$ cat src/rtl/line_buffer_ctrl.sv
// line_buffer_ctrl: video-timing sequencer driving write enables, address and row pointer of a rotating line store.
module line_buffer_ctrl #(
  parameter int NUM_LINES = 5,
  parameter int X_W = 11,
  parameter int Y_W = 10,
  parameter int SEL_W = 3
) (
  input  logic                 clk,
  input  logic                 rst,
  input  logic                 dv_i,
  input  logic                 hs_i,
  input  logic                 vs_i,
  output logic                 dv_o,
  output logic                 hs_o,
  output logic                 vs_o,
  output logic [NUM_LINES-1:0] wr_en,
  output logic [X_W-1:0]       wr_addr,
  output logic [SEL_W-1:0]     wr_sel,
  output logic [X_W-1:0]       x_index,
  output logic [Y_W-1:0]       y_index,
  output logic                 rows_ready,
  output logic [X_W:0]         line_width,
  output logic                 ovf
);
  localparam int FW = $clog2(NUM_LINES + 1);
  typedef enum logic [1:0] {S_WAIT_VS, S_BLANK, S_ACTIVE} state_t;
  state_t state_q, state_d;
  logic dv_q, dv_d, hs_q, hs_d, vs_q, vs_d;
  logic [NUM_LINES-1:0] wr_en_q, wr_en_d;
  logic [X_W-1:0] wr_addr_q, wr_addr_d, x_q, x_d;
  logic [SEL_W-1:0] sel_q, sel_d;
  logic [Y_W-1:0] y_q, y_d;
  logic rdy_q, rdy_d, ovf_q, ovf_d;
  logic [X_W:0] lw_q, lw_d, cnt_q, cnt_d, pix;
  logic [FW-1:0] fill_q, fill_d, fill_inc;
  logic vs_rise, take_px;
  always_comb begin
    vs_rise  = vs_i & ~vs_q;
    take_px  = (state_q != S_WAIT_VS) && dv_i && (state_q == S_ACTIVE || !dv_q);
    pix      = (state_q == S_ACTIVE) ? cnt_q : '0;
    fill_inc = (fill_q == FW'(NUM_LINES)) ? fill_q : fill_q + 1'b1;
    state_d  = state_q;
    dv_d     = dv_i;
    hs_d     = hs_i;
    vs_d     = vs_i;
    wr_en_d  = '0;
    x_d      = '0;
    cnt_d    = cnt_q;
    y_d      = y_q;
    sel_d    = sel_q;
    fill_d   = fill_q;
    rdy_d    = rdy_q;
    lw_d     = lw_q;
    ovf_d    = ovf_q;
    if (vs_rise) begin
      state_d = S_BLANK;
      cnt_d   = '0;
      y_d     = '0;
      sel_d   = '0;
      fill_d  = '0;
      rdy_d   = 1'b0;
      ovf_d   = 1'b0;
    end else if (take_px) begin
      // Pixels beyond the line store are counted for line_width but never written.
      state_d = S_ACTIVE;
      wr_en_d = pix[X_W] ? '0 : {{(NUM_LINES-1){1'b0}}, 1'b1} << sel_q;
      x_d     = pix[X_W] ? '1 : pix[X_W-1:0];
      ovf_d   = ovf_q | pix[X_W];
      cnt_d   = (&pix) ? pix : pix + 1'b1;
    end else if (state_q == S_ACTIVE) begin
      state_d = S_BLANK;
      cnt_d   = '0;
      lw_d    = cnt_q;
      y_d     = (&y_q) ? y_q : y_q + 1'b1;
      sel_d   = (sel_q == SEL_W'(NUM_LINES - 1)) ? '0 : sel_q + 1'b1;
      fill_d  = fill_inc;
      rdy_d   = rdy_q | (fill_inc >= FW'(NUM_LINES - 1));
    end
    wr_addr_d = x_d;
  end
  always_ff @(posedge clk) begin
    if (rst) begin
      state_q   <= S_WAIT_VS;
      dv_q      <= 1'b0;
      hs_q      <= 1'b0;
      vs_q      <= 1'b0;
      wr_en_q   <= '0;
      wr_addr_q <= '0;
      x_q       <= '0;
      cnt_q     <= '0;
      y_q       <= '0;
      sel_q     <= '0;
      fill_q    <= '0;
      rdy_q     <= 1'b0;
      lw_q      <= '0;
      ovf_q     <= 1'b0;
    end else begin
      state_q   <= state_d;
      dv_q      <= dv_d;
      hs_q      <= hs_d;
      vs_q      <= vs_d;
      wr_en_q   <= wr_en_d;
      wr_addr_q <= wr_addr_d;
      x_q       <= x_d;
      cnt_q     <= cnt_d;
      y_q       <= y_d;
      sel_q     <= sel_d;
      fill_q    <= fill_d;
      rdy_q     <= rdy_d;
      lw_q      <= lw_d;
      ovf_q     <= ovf_d;
    end
  end
  assign dv_o       = dv_q;
  assign hs_o       = hs_q;
  assign vs_o       = vs_q;
  assign wr_en      = wr_en_q;
  assign wr_addr    = wr_addr_q;
  assign wr_sel     = sel_q;
  assign x_index    = x_q;
  assign y_index    = y_q;
  assign rows_ready = rdy_q;
  assign line_width = lw_q;
  assign ovf        = ovf_q;
endmodule

$ cat config.mk
export PLATFORM = sky130hd
export DESIGN_NAME = line_buffer_ctrl
export DESIGN_NICKNAME = d
export VERILOG_FILES = /design/src/rtl/line_buffer_ctrl.sv
export SDC_FILE = /design/constraint.sdc
export NUM_CORES = 1
export LEC_CHECK = 0
export ABC_AREA = 1
export CORE_ASPECT_RATIO = 1.2
export CORE_MARGIN = 1.5
export CORE_UTILIZATION = 25
export CTS_BUF_LIST = sky130_fd_sc_hd__clkbuf_4 sky130_fd_sc_hd__clkbuf_8
export DETAILED_ROUTE_END_ITERATION = 16
export GPL_ROUTABILITY_DRIVEN = 0
export PLACE_DENSITY = 0.47
export REMOVE_ABC_BUFFERS = 1
export SETUP_SLACK_MARGIN = 0.4
export SLEW_MARGIN = 10
export SYNTH_ARGS = -nofsm -noshare
export SYNTH_HDL_FRONTEND = slang
export SYNTH_SLANG_ARGS = --single-unit
$ cat constraint.sdc
create_clock -name clk -period 4.1 [get_ports clk]
set_input_delay 1.025 -clock clk [delete_from_list [all_inputs] [get_ports clk]]
set_output_delay 1.025 -clock clk [all_outputs]
set_load 0.05 [all_outputs]
==> results.sh <==
export IMPL_crit_buf_inv=1
export IMPL_die_area_um2=12300
export IMPL_path_depth=1
export IMPL_relSlewSlack=0.585
export IMPL_status="finished clean"
export IMPL_ir_drop_mv=0.130
export IMPL_grt_max_degree=20
export IMPL_cts_max_level=3
export IMPL_synthToLayoutAreaGrowth_pct=30.5
export IMPL_yosysTopAreaCell="dfxtp_1"
export IMPL_setup_violations=0
export IMPL_drv_cap=0
export IMPL_ys_seq_elements=63
export IMPL_tightest_slew_ns=0.621
export IMPL_final_cell_count_no_fill=596
export IMPL_grt_use_total=0.134
export IMPL_grt_pass1_vias=2524
export IMPL_synth_avg_cell_area_um2=7.59
export IMPL_crit_arrival_ns=1.66
export IMPL_cts_sinks=63
export IMPL_reg2reg_slack_ns=1.67
export IMPL_grt_overflow=0
export IMPL_grt_pass1_wl_mm=12.4
export IMPL_ctsResizeCount=0
export IMPL_drt_total_wl_mm=7.49
export IMPL_ys_warn_count=0
export IMPL_hold_buffers=0
export IMPL_synth_top_cells_by_area="dfxtp_1 43%, nand2_1 9.3%, a21oi_1 8.3%, inv_1 5.2%, nor2_1 4.9%"
export IMPL_firstDrtPassIters=4
export IMPL_cp_top_family="buffers and inverters"
export IMPL_preCtsSetupSlack_ns=1.07
export IMPL_path_class="flip-flop to output pin"
export IMPL_postCtsSetupBuffers=0
export IMPL_cp_slowest_stage_delay_ns=0.85
export IMPL_start_util=0.260
export IMPL_fillCellCount=1224
export IMPL_rsz0062_at_grt="false"
export IMPL_pin_count=62
export IMPL_p_total_uw=1250
export IMPL_clk_latency_ns=0.36
export IMPL_hold_viol=0
export IMPL_clkTransAtPathRegs_ns=0.07
export IMPL_hold_path_class="flip-flop to flip-flop"
export IMPL_diodes=0
export IMPL_drtIter0Drc=109
export IMPL_synth_cell_area_um2=2910
export IMPL_slew_viol_final=0
export IMPL_whs_path_depth=2
export IMPL_synth_top_area_frac=0.434
export IMPL_antenna_left=0
export IMPL_syn_inst=383
export IMPL_critPathMaxFanout=7
export IMPL_p_per_area_nw_per_um2=330
export IMPL_vias=2596
export IMPL_fin_crit_ns=2.68
export IMPL_grt_antenna_before_repair=0
export IMPL_setup_ws_ns=1.42
export IMPL_cp_start_kind="flip-flop"
export IMPL_holdWs_ns=0.470
export IMPL_root_buffer="clkbuf_8"
export IMPL_post_dp_hpwl_mm=5.45
export IMPL_mostFrequentLayoutCell="nand2_1"
export IMPL_r2r_cells=13
export IMPL_clockBufferDepth=2
export IMPL_viasPerCell=4.36
export IMPL_finalCritPeriodShare=0.654
export IMPL_crit_chain="clkdlybuf4s50_1"
export IMPL_synth_seq_area_share=0.434
export IMPL_avgRoutedWirePerCell_um=12.6
export IMPL_power_leakage_uw=0.00144
export IMPL_core_region_area_um2=11200
export IMPL_cts_made_buffers=9
export IMPL_portBuffers=61
export IMPL_required_ns=3.07
export IMPL_rows=42
export IMPL_tns_ns=0
export IMPL_tritoncts="yes"
export IMPL_dp_cells=580
export IMPL_drive_gt1_frac=0.0928
export IMPL_layout_common_cells="72 x nand2_1, 63 x dfxtp_1, 61 x clkdlybuf4s50_1, 48 x a21oi_1, 40 x inv_1"
export IMPL_post_route_drc_count=0
export IMPL_fp_dieH_um=121
export IMPL_fmax_mhz=373
export IMPL_synth_cell_types=33
export IMPL_nets=448
export IMPL_endpoint_kind="output pin"
export IMPL_fin_skew_ns=0.00841
export IMPL_crit_slowest_cell="clkdlybuf4s50_1"
export IMPL_die_width_um=101
where the power goes:
group | switching, µW | internal (µW) | leakage (µW) | total, µW
Sequential | 8.06 | 619 | 0.000509 | 627
Clock | 251 | 293 | 0.0000981 | 544
Combinational | 55.6 | 23.3 | 0.000835 | 78.9
per-layer routing:
metal,GRT usage,vias to the layer above,routed length [µm]
met5,0,-,0
met4,0.0686,0,171
met3,0.0426,12,360
met2,0.217,62,3550
met1,0.157,1180,3410
li1,-,1342,-
synth_stat cells (all sizes together):
cell    instances
o221ai          1
inv            46
nor3b           2
a21oi          48
buf            18
dfxtp          63
o21a            2
nor2           46
o21ai          21
xor2            5
clkinv          1
a211oi          1
nand3          24
nand4           7
nor3           10
ha              6
clkbuf          3
o31ai           1
nand2          75
xnor2           3
metrics by stage:
stage               utilization  cell area (µm²)
finish                    0.339             3790
global route              0.339             3790
CTS                       0.339             3790
detailed placement        0.321             3590
global placement          0.321             3590
floorplan                     -             2770
final cells by class:
cell class,instances,area (µm²),area share
Clock buffer,10,138,0.0363
Inverter,47,179,0.0472
Multi-Input combinational cell,252,1330,0.350
Tap cell,154,193,0.0508
Timing Repair Buffer,64,633,0.167
Clock inverter,6,60.1,0.0158
Sequential cell,63,1260,0.333
final timing paths:
| path | start | to |
|---|---|---|
| worst min-delay path | rows_ready | rows_ready |
| worst max register to register | state_q[1] | cnt_q[1] |
| worst max-delay path | y_index[0] | y_index[0] |
| worst min register to register | rows_ready | rows_ready |
cells by family after synthesis:
group / Yosys count / synth area share
buf+inv: 68 / 0.109
simple gates: 164 / 0.274
fa+ha+maj: 6 / 0.0258
compound gates: 74 / 0.133
xor+xnor: 8 / 0.0241
flops: 63 / 0.434
sequential cells by signal (all words and copies together), names as in the netlist, named ones only:
register / flops
wr_en: 5
rows_ready: 1
wr_sel: 3
state_q: 2
hs_o: 1
y_index: 10
line_width: 12
vs_o: 1
fill_q: 2
dv_o: 1
ovf: 1
cnt_q: 12
x_index: 11
(Power assumes the default switching activity.)
